<file path="config.mk">
export PLATFORM = sky130hd
export DESIGN_NAME = i2s_tx_sched
export DESIGN_NICKNAME = d
export VERILOG_FILES = /design/src/rtl/i2s_tx_sched.sv
export SDC_FILE = /design/constraint.sdc
export NUM_CORES = 1
export LEC_CHECK = 0
export CORE_MARGIN = 1
export CORE_UTILIZATION = 48
export DETAILED_ROUTE_END_ITERATION = 10
export GPL_TIMING_DRIVEN = 0
export PLACE_DENSITY = 0.87
export SLEW_MARGIN = 40
export SYNTH_ARGS = -nofsm -noshare
export SYNTH_HDL_FRONTEND = slang
export SYNTH_SLANG_ARGS = --single-unit
</file>
<file path="constraint.sdc">
create_clock -name clk_i -period 12.25 [get_ports clk_i]
set_input_delay 1.225 -clock clk_i [delete_from_list [all_inputs] [get_ports clk_i]]
set_output_delay 1.225 -clock clk_i [all_outputs]
set_load 0.02 [all_outputs]
</file>
<file path="src/rtl/i2s_tx_sched.sv">
// Transmit scheduler feeding the I2S TX FIFO push port from separate left/right sources.
// Keeps L/R pairing by inserting silence when a due source misses its slot timeout.
module i2s_tx_sched #(
  parameter int DATA_WIDTH = 32,
  parameter int TMO_WIDTH  = 16,
  parameter int CNT_WIDTH  = 16
) (
  input  logic                  clk_i,
  input  logic                  rst_i,
  input  logic                  en_i,
  input  logic                  flush_i,
  input  logic                  stereo_i,
  input  logic [TMO_WIDTH-1:0]  tmo_i,
  input  logic                  l_valid_i,
  output logic                  l_ready_o,
  input  logic [DATA_WIDTH-1:0] l_data_i,
  input  logic                  r_valid_i,
  output logic                  r_ready_o,
  input  logic [DATA_WIDTH-1:0] r_data_i,
  output logic                  push_o,
  input  logic                  full_i,
  output logic [DATA_WIDTH-1:0] dat_o,
  output logic                  slot_o,
  output logic                  busy_o,
  output logic                  udr_o,
  output logic [CNT_WIDTH-1:0]  udr_cnt_o,
  output logic [31:0]           pair_cnt_o
);

  typedef enum logic [1:0] {
    IDLE    = 2'd0,
    SLOT_L  = 2'd1,
    SLOT_R  = 2'd2,
    DRAIN_R = 2'd3
  } state_t;

  localparam logic [TMO_WIDTH-1:0] TMO_ONE = TMO_WIDTH'(1);

  state_t                 state;
  logic                   stereo_q;
  logic [TMO_WIDTH-1:0]   wait_cnt;
  logic [CNT_WIDTH-1:0]   udr_cnt;
  logic [31:0]            pair_cnt;

  logic in_slot;
  logic slot_r;
  logic cur_valid;
  logic src_push;
  logic tmo_hit;
  logic push;

  // Handshake is zero-latency: everything below is a function of state and live inputs.
  // NOTE: every always_comb output gets a default first so no path can infer a latch.
  always_comb begin
    in_slot   = (state != IDLE);
    slot_r    = (state == SLOT_R) || (state == DRAIN_R);
    cur_valid = slot_r ? r_valid_i : l_valid_i;
    src_push  = in_slot && !flush_i && cur_valid && !full_i;
    // Compare as >= so lowering tmo_i below the elapsed wait fires on the next eligible cycle.
    tmo_hit   = in_slot && !flush_i && (tmo_i != '0) && !cur_valid && !full_i &&
                (wait_cnt >= (tmo_i - TMO_ONE));
    push      = src_push || tmo_hit;

    l_ready_o = (state == SLOT_L) && !flush_i && !full_i && !tmo_hit;
    r_ready_o = slot_r && !flush_i && !full_i && !tmo_hit;
    push_o    = push;
    udr_o     = tmo_hit;
    slot_o    = slot_r;
    busy_o    = in_slot;
    dat_o     = '0;
    if (in_slot && !tmo_hit) begin
      dat_o = slot_r ? r_data_i : l_data_i;
    end
  end

  assign udr_cnt_o  = udr_cnt;
  assign pair_cnt_o = pair_cnt;

  // NOTE: all state below uses non-blocking assignments so every register samples pre-edge values.
  always_ff @(posedge clk_i) begin
    if (rst_i) begin
      state    <= IDLE;
      stereo_q <= 1'b0;
      wait_cnt <= '0;
      udr_cnt  <= '0;
      pair_cnt <= '0;
    end else if (flush_i) begin
      state    <= IDLE;
      wait_cnt <= '0;
      udr_cnt  <= '0;
      pair_cnt <= '0;
    end else begin
      if (tmo_hit && (udr_cnt != '1)) begin
        udr_cnt <= udr_cnt + CNT_WIDTH'(1);
      end

      // Back-pressure holds the counter, so a full FIFO never causes a silence insertion.
      if (push) begin
        wait_cnt <= '0;
      end else if (in_slot && !cur_valid && !full_i && (wait_cnt != '1)) begin
        wait_cnt <= wait_cnt + TMO_ONE;
      end

      case (state)
        IDLE: begin
          wait_cnt <= '0;
          if (en_i) begin
            state    <= SLOT_L;
            stereo_q <= stereo_i;
          end
        end
        SLOT_L: begin
          if (push) begin
            if (stereo_q) begin
              state <= en_i ? SLOT_R : DRAIN_R;
            end else begin
              pair_cnt <= pair_cnt + 32'd1;
              if (!en_i) state <= IDLE;
            end
          end else if (!en_i) begin
            state <= IDLE;
          end
        end
        SLOT_R: begin
          // A disable without a right push drains so the pair is never left half-written.
          if (push) begin
            pair_cnt <= pair_cnt + 32'd1;
            state    <= en_i ? SLOT_L : IDLE;
          end else if (!en_i) begin
            state <= DRAIN_R;
          end
        end
        DRAIN_R: begin
          if (push) begin
            pair_cnt <= pair_cnt + 32'd1;
            state    <= IDLE;
          end
        end
      endcase
    end
  end

endmodule
</file>
* After elaboration in Yosys (flattened, before gate mapping)
Cells that the tools add are included.
** Word-level totals
- Register bits after elaboration :: 67
- Input bits :: 88
- Output and inout bits :: 86
- Logic and storage cells :: 73
** Operators by class
- Add/subtract/negate cells :: 4
- $lt $le $gt $ge :: 1
- Eq/ne operators :: 11
- Muxes and demuxes :: 17
- Bitwise logic cells :: 1
- Reductions and logical operators :: 34
** Operators with widths (count)
- $mux W32 :: 5
- $pmux W32 S2 :: 1
- $add A16 B1 Y16 const B :: 2
- $add A32 B1 Y32 const B :: 1
- $ne A16 B16 Y1 const B :: 2
- $logic_and A1 B1 Y1 :: 18
- $ge A16 B16 Y1 :: 1
- $reduce_bool A16 Y1 :: 1
- $sub A16 B1 Y16 const B :: 1
- $mux W2 :: 7
- $ne A2 B2 Y1 const B :: 4
- $pmux W2 S4 :: 1
- $reduce_and A3 Y1 :: 2
- $eq A2 B2 Y1 const B :: 2
- $logic_not A1 Y1 :: 4
- $reduce_and A4 Y1 :: 1
- $reduce_bool A2 Y1 :: 2
- $reduce_or A2 Y1 :: 2
- $reduce_or A4 Y1 :: 1
- $mux W1 :: 3
- $ne A3 B3 Y1 const B :: 1
- $eq A2 B1 Y1 const B :: 1
- $logic_not A2 Y1 :: 1
- $logic_or A1 B1 Y1 :: 2
- other kinds (2) :: 2

* Logic depth before layout (Yosys ltp)
- Word-level depth :: 10
- Depth in mapped cells :: 16
- Mapped depth without buffers :: 14

* Least setup slack after synthesis
OpenSTA, ideal clock, no wires.
- Path kind :: input -> output
- From :: input port tmo_i[0]
- To :: output port dat_o[10]
- Arrival time :: 4.584 ns
- Required time :: 11.025 ns
- Setup slack :: 6.441 ns
- Stages on the path :: 15
- Path buffers :: 1
- Cell sequence :: inv_1 > ha_1 > or3b_2 > nor3_1 > nand3_1 > nor4_1 > xnor2_1 > ha_1 > nand4_1 > nor2_1 > a211oi_1 > a21o_1 > nand2_1 > clkbuf_1 > nor2_1
** Between the ends
- Word-level cells in the longest chain between the ends :: 8
- Elaborated cells on any way between the ends :: 10
- Classes of those cells :: add/sub: 1; order compare: 1; mux: 1; reduce/logical: 7
** Ends and longest elaborated chain
- start, declared :: line 13 : input logic [TMO_WIDTH-1:0] tmo_i,
- branches (longest 4 deep; another with $sub A16 B1 Y16)
- $logic_and A1 B1 Y1 (*) :: line 60 : tmo_hit = in_slot && !flush_i && (tmo_i != '0) && !cur_valid && !full_i &&
- $logic_not A1 Y1 (*) :: line 71 : if (in_slot && !tmo_hit) begin
- $logic_and A1 B1 Y1 (*) :: line 71
- $mux W32 (*) :: line 71
- end, declared :: line 22 : output logic [DATA_WIDTH-1:0] dat_o,
Every way passes the cells marked *.

* Worst setup path in the final report
- From :: input port tmo_i[0]
- To :: output port dat_o[11]
The elaborated chain is that of the path after synthesis.

==> results.yml <==
run_status:
  run_status: "completed"
clock_tree:
  clk_pin_slew_ps: 90
  hold_buffers: 0
  insertion_delay_ps: 360
  cts_setup_buffers: 0
  clock-root-buffer: "clkbuf_8"
  cts_sinks: 67
  cts-htree-levels: 3
  cts_buffer_depth: 2
  cts_tree: "built"
  post_cts_resized: 0
  cts_buffers: 9
min_path:
  hold_path.class: "register to register"
  worst_hold_startpoint: "pair_cnt_o[25]"
  holdPathStages: 2
synthesis:
  synth_fp_nets: 686
  yosys_warnings: 0
  ys_seq_area_share_pct: 29.9
  ys.flop_type: "dfxtp_1"
  synth_edf_count: 0
  synth_top_cell_area_share_pct: 29.9
  ys_seq_elements: 67
  synthesis.area_sq_um: 4480
  ys_types: 49
  postSynthAreaPerCell_sq_um: 7.75
  synth_top_cell_by_area: "dfxtp_1"
  synth_top_cells_by_area: "dfxtp_1 30%, mux2i_1 8.0%, a21oi_1 5.9%"
  ys_async_sr_fraction_pct: 0
  synthesis.instances: 578
placement:
  placed_cells: 859
  postPlaceCellArea_sq_um: 6360
  dp_hpwl_mm: 11.1
  gp_congestion: 0.884
  io_buffer_count: 173
worst_setup_path:
  cp-end-kind: "primary output"
  crit_chain: "clkdlybuf4s50_1, inv_1, ha_1, or3b_2, nor3_1, nand3_1, nor4_1, xnor2_1, ha_1, nand4_1, nor2_1, a211oi_1, a21o_1, nand2_1, clkbuf_1, nor2_1, clkdlybuf4s50_1"
  r2r_setup_slack_ps: 9120
  reg2reg_from: "wait_cnt[0]"
  slowest_delay_ps: 640
  cp.required_ps: 11020
  worstPathMaxFanout: 10
  slowest_stage: "clkdlybuf4s50_1"
  reg2reg_depth: 10
  path_class: "input pin to primary output"
  timing.rr.end: "pair_cnt_o[29]"
  setup.worst_path.start: "tmo_i[0]"
  cp_top_family: "simple AND/OR/NAND/NOR gates"
  cp.depth: 17
  critical_path_arrival_ps: 6360
  startpoint_type: "input pin"
  path_buf_inv: 4
  worstSetupEndpoint: "dat_o[11]"
floorplanning:
  die_w_um: 98.6
  num_rows: 34
  fp.coreArea_sq_um: 8890
  initial_core_util_pct: 50.4
  fp.dieArea_sq_um: 9720
  top_level_ports: 174
  die_h_um: 98.6
power_and_ir_drop:
  ir_drop_mv: 0.0650
  power.switching_uw: 119
  swShare_pct: 23.3
  p_int_uw: 393
  totalPowerFinal_uw: 512
  seq_power_share_pct: 42.7
  p_leak_uw: 0.00206
  power_density_nw_per_um2: 77.6
  power_frac_comb_pct: 13.4
  clock_power_share_pct: 43.9
detailed_routing:
  wire_per_inst_um: 16.6
  dr.pass1.iters: 5
  ant_nets: 0
  wl_mm: 14.5
  drt_iter0_drc: 242
  num_vias: 5146
  routed_via_density: 5.88
  drc: 0
timing:
  tightest_slew_ps: 730
  max_freq_mhz: 132
  tns_ps: 0
  setup_viol: 0
  fin_crit_ps: 7590
  rsz0062_at_grt: "no"
  hold_viol: 0
  fin_crit_sh_pct: 61.9
  finalMaxSlewViolations: 0
  slew-limit-headroom_pct: 51.4
  fin_skew_ps: 15.1
grt:
  grt_overflow: 0
  grt_max_degree: 13
  antenna_found_initial: 0
  grt_usage_pct: 29.3
  grt_pass1_vias: 4945
  grt_pass1_wl_mm: 23.0
cells_and_area:
  diodes: 0
  drive_gt1_share_pct: 4.04
  final_cells: 875
  final_core_util_pct: 74.2
  layout_common_cells: "173 x clkdlybuf4s50_1, 70 x nor2_1, 67 x dfxtp_1, 53 x a21oi_1, 39 x nand2_1"
  design_area_sq_um: 6600
  num-nets-final: 870
  mostFrequentLayoutCell: "clkdlybuf4s50_1"
  synthToLayoutAreaGrowth_pct: 47.3
job:
  drv_cap: 0
[worst min-delay path by stage]
stage | end | slack (ps)
global placement | pair_cnt_o[31] | 480
detailed placement | pair_cnt_o[31] | 480
global route | pair_cnt_o[31] | 520
finish | pair_cnt_o[25] | 500
CTS | pair_cnt_o[31] | 490
floorplan | wait_cnt[1] | 470
[tightest hold or removal path: stages (launching register included)]
cell and delay, ps:
dfxtp_1 340, o41ai_1 60, a21oi_1 50
[through the flow]
step / hold slack, ps / worst slack [ps]
3_3_place_gp: 478 / 4900
6_report: 502 / 4660
3_5_place_dp: 480 / 4700
2_1_floorplan: 470 / 6440
5_1_grt: 516 / 4170
4_1_cts: 490 / 4670
[synthesized netlist by cell type, types with 2 or more instances]
cell      number
a211o_1        3
a211oi_1       3
a21oi_1       53
a31oi_1        2
and2_1         6
and3_1         8
and4_1         6
buf_1          3
buf_2          4
clkbuf_1      21
dfxtp_1       67
ha_1          20
inv_1         14
mux2i_1       36
nand2_1       39
nand2b_1       4
nand3_1       27
nand3b_1       2
nand4_1       22
nor2_1        70
nor3_1         9
nor4_1        11
o211ai_1       3
o21a_1         2
o21ai_0       29
o31a_1         2
o31ai_1       16
or2_2          5
or3_1         25
or4_1         21
xnor2_1       19
xor2_1         9
[cell type report]
class | instances | area [sq um]
plain buffers | 29 | 121
fillers | 689 | 2290
flip-flops and latches | 67 | 1340
repair buffers | 173 | 1730
inverters | 14 | 52.6
multi-input cells | 468 | 2980
clock inverters | 7 | 116
clock buffers | 9 | 124
well taps | 108 | 135
[per-layer routing]
metal  vias up  share of wire, %  global-route usage [%]
met2       203                50                    50.5
met5         -                 0                       0
met3        33               6.5                    5.39
li1       2508                 -                       -
met4         0               2.1                    10.6
met1      2402                42                    36.5
[flip-flops by register name, summed over array words and instances (netlist names)]
| name | count |
|---|---|
| pair_cnt_o | 32 |
| udr_cnt_o | 16 |
| wait_cnt | 16 |
| state | 2 |
| stereo_q | 1 |
[cells by family after synthesis]
family	synth area share, %
DFF	29.9
buffers and inverters	3.88
and+or+nand+nor	30.6
AOI/OAI and AO/OA	16.5
xor gates and xnor gates	5.47
muxes	8.04
adders and majority gates	5.59
[power groups by stage]
stage | Combinational, uW | Clock [uW] | Sequential (uW)
after floorplan | 24.5 | 0 | 223
after global placement | 66.7 | 0 | 223
after detailed placement | 68.2 | 0 | 224
after CTS | 68.7 | 226 | 218
after global routing | 73.3 | 237 | 218
final | 68.8 | 225 | 219
Power figures use the tool's default switching activity.
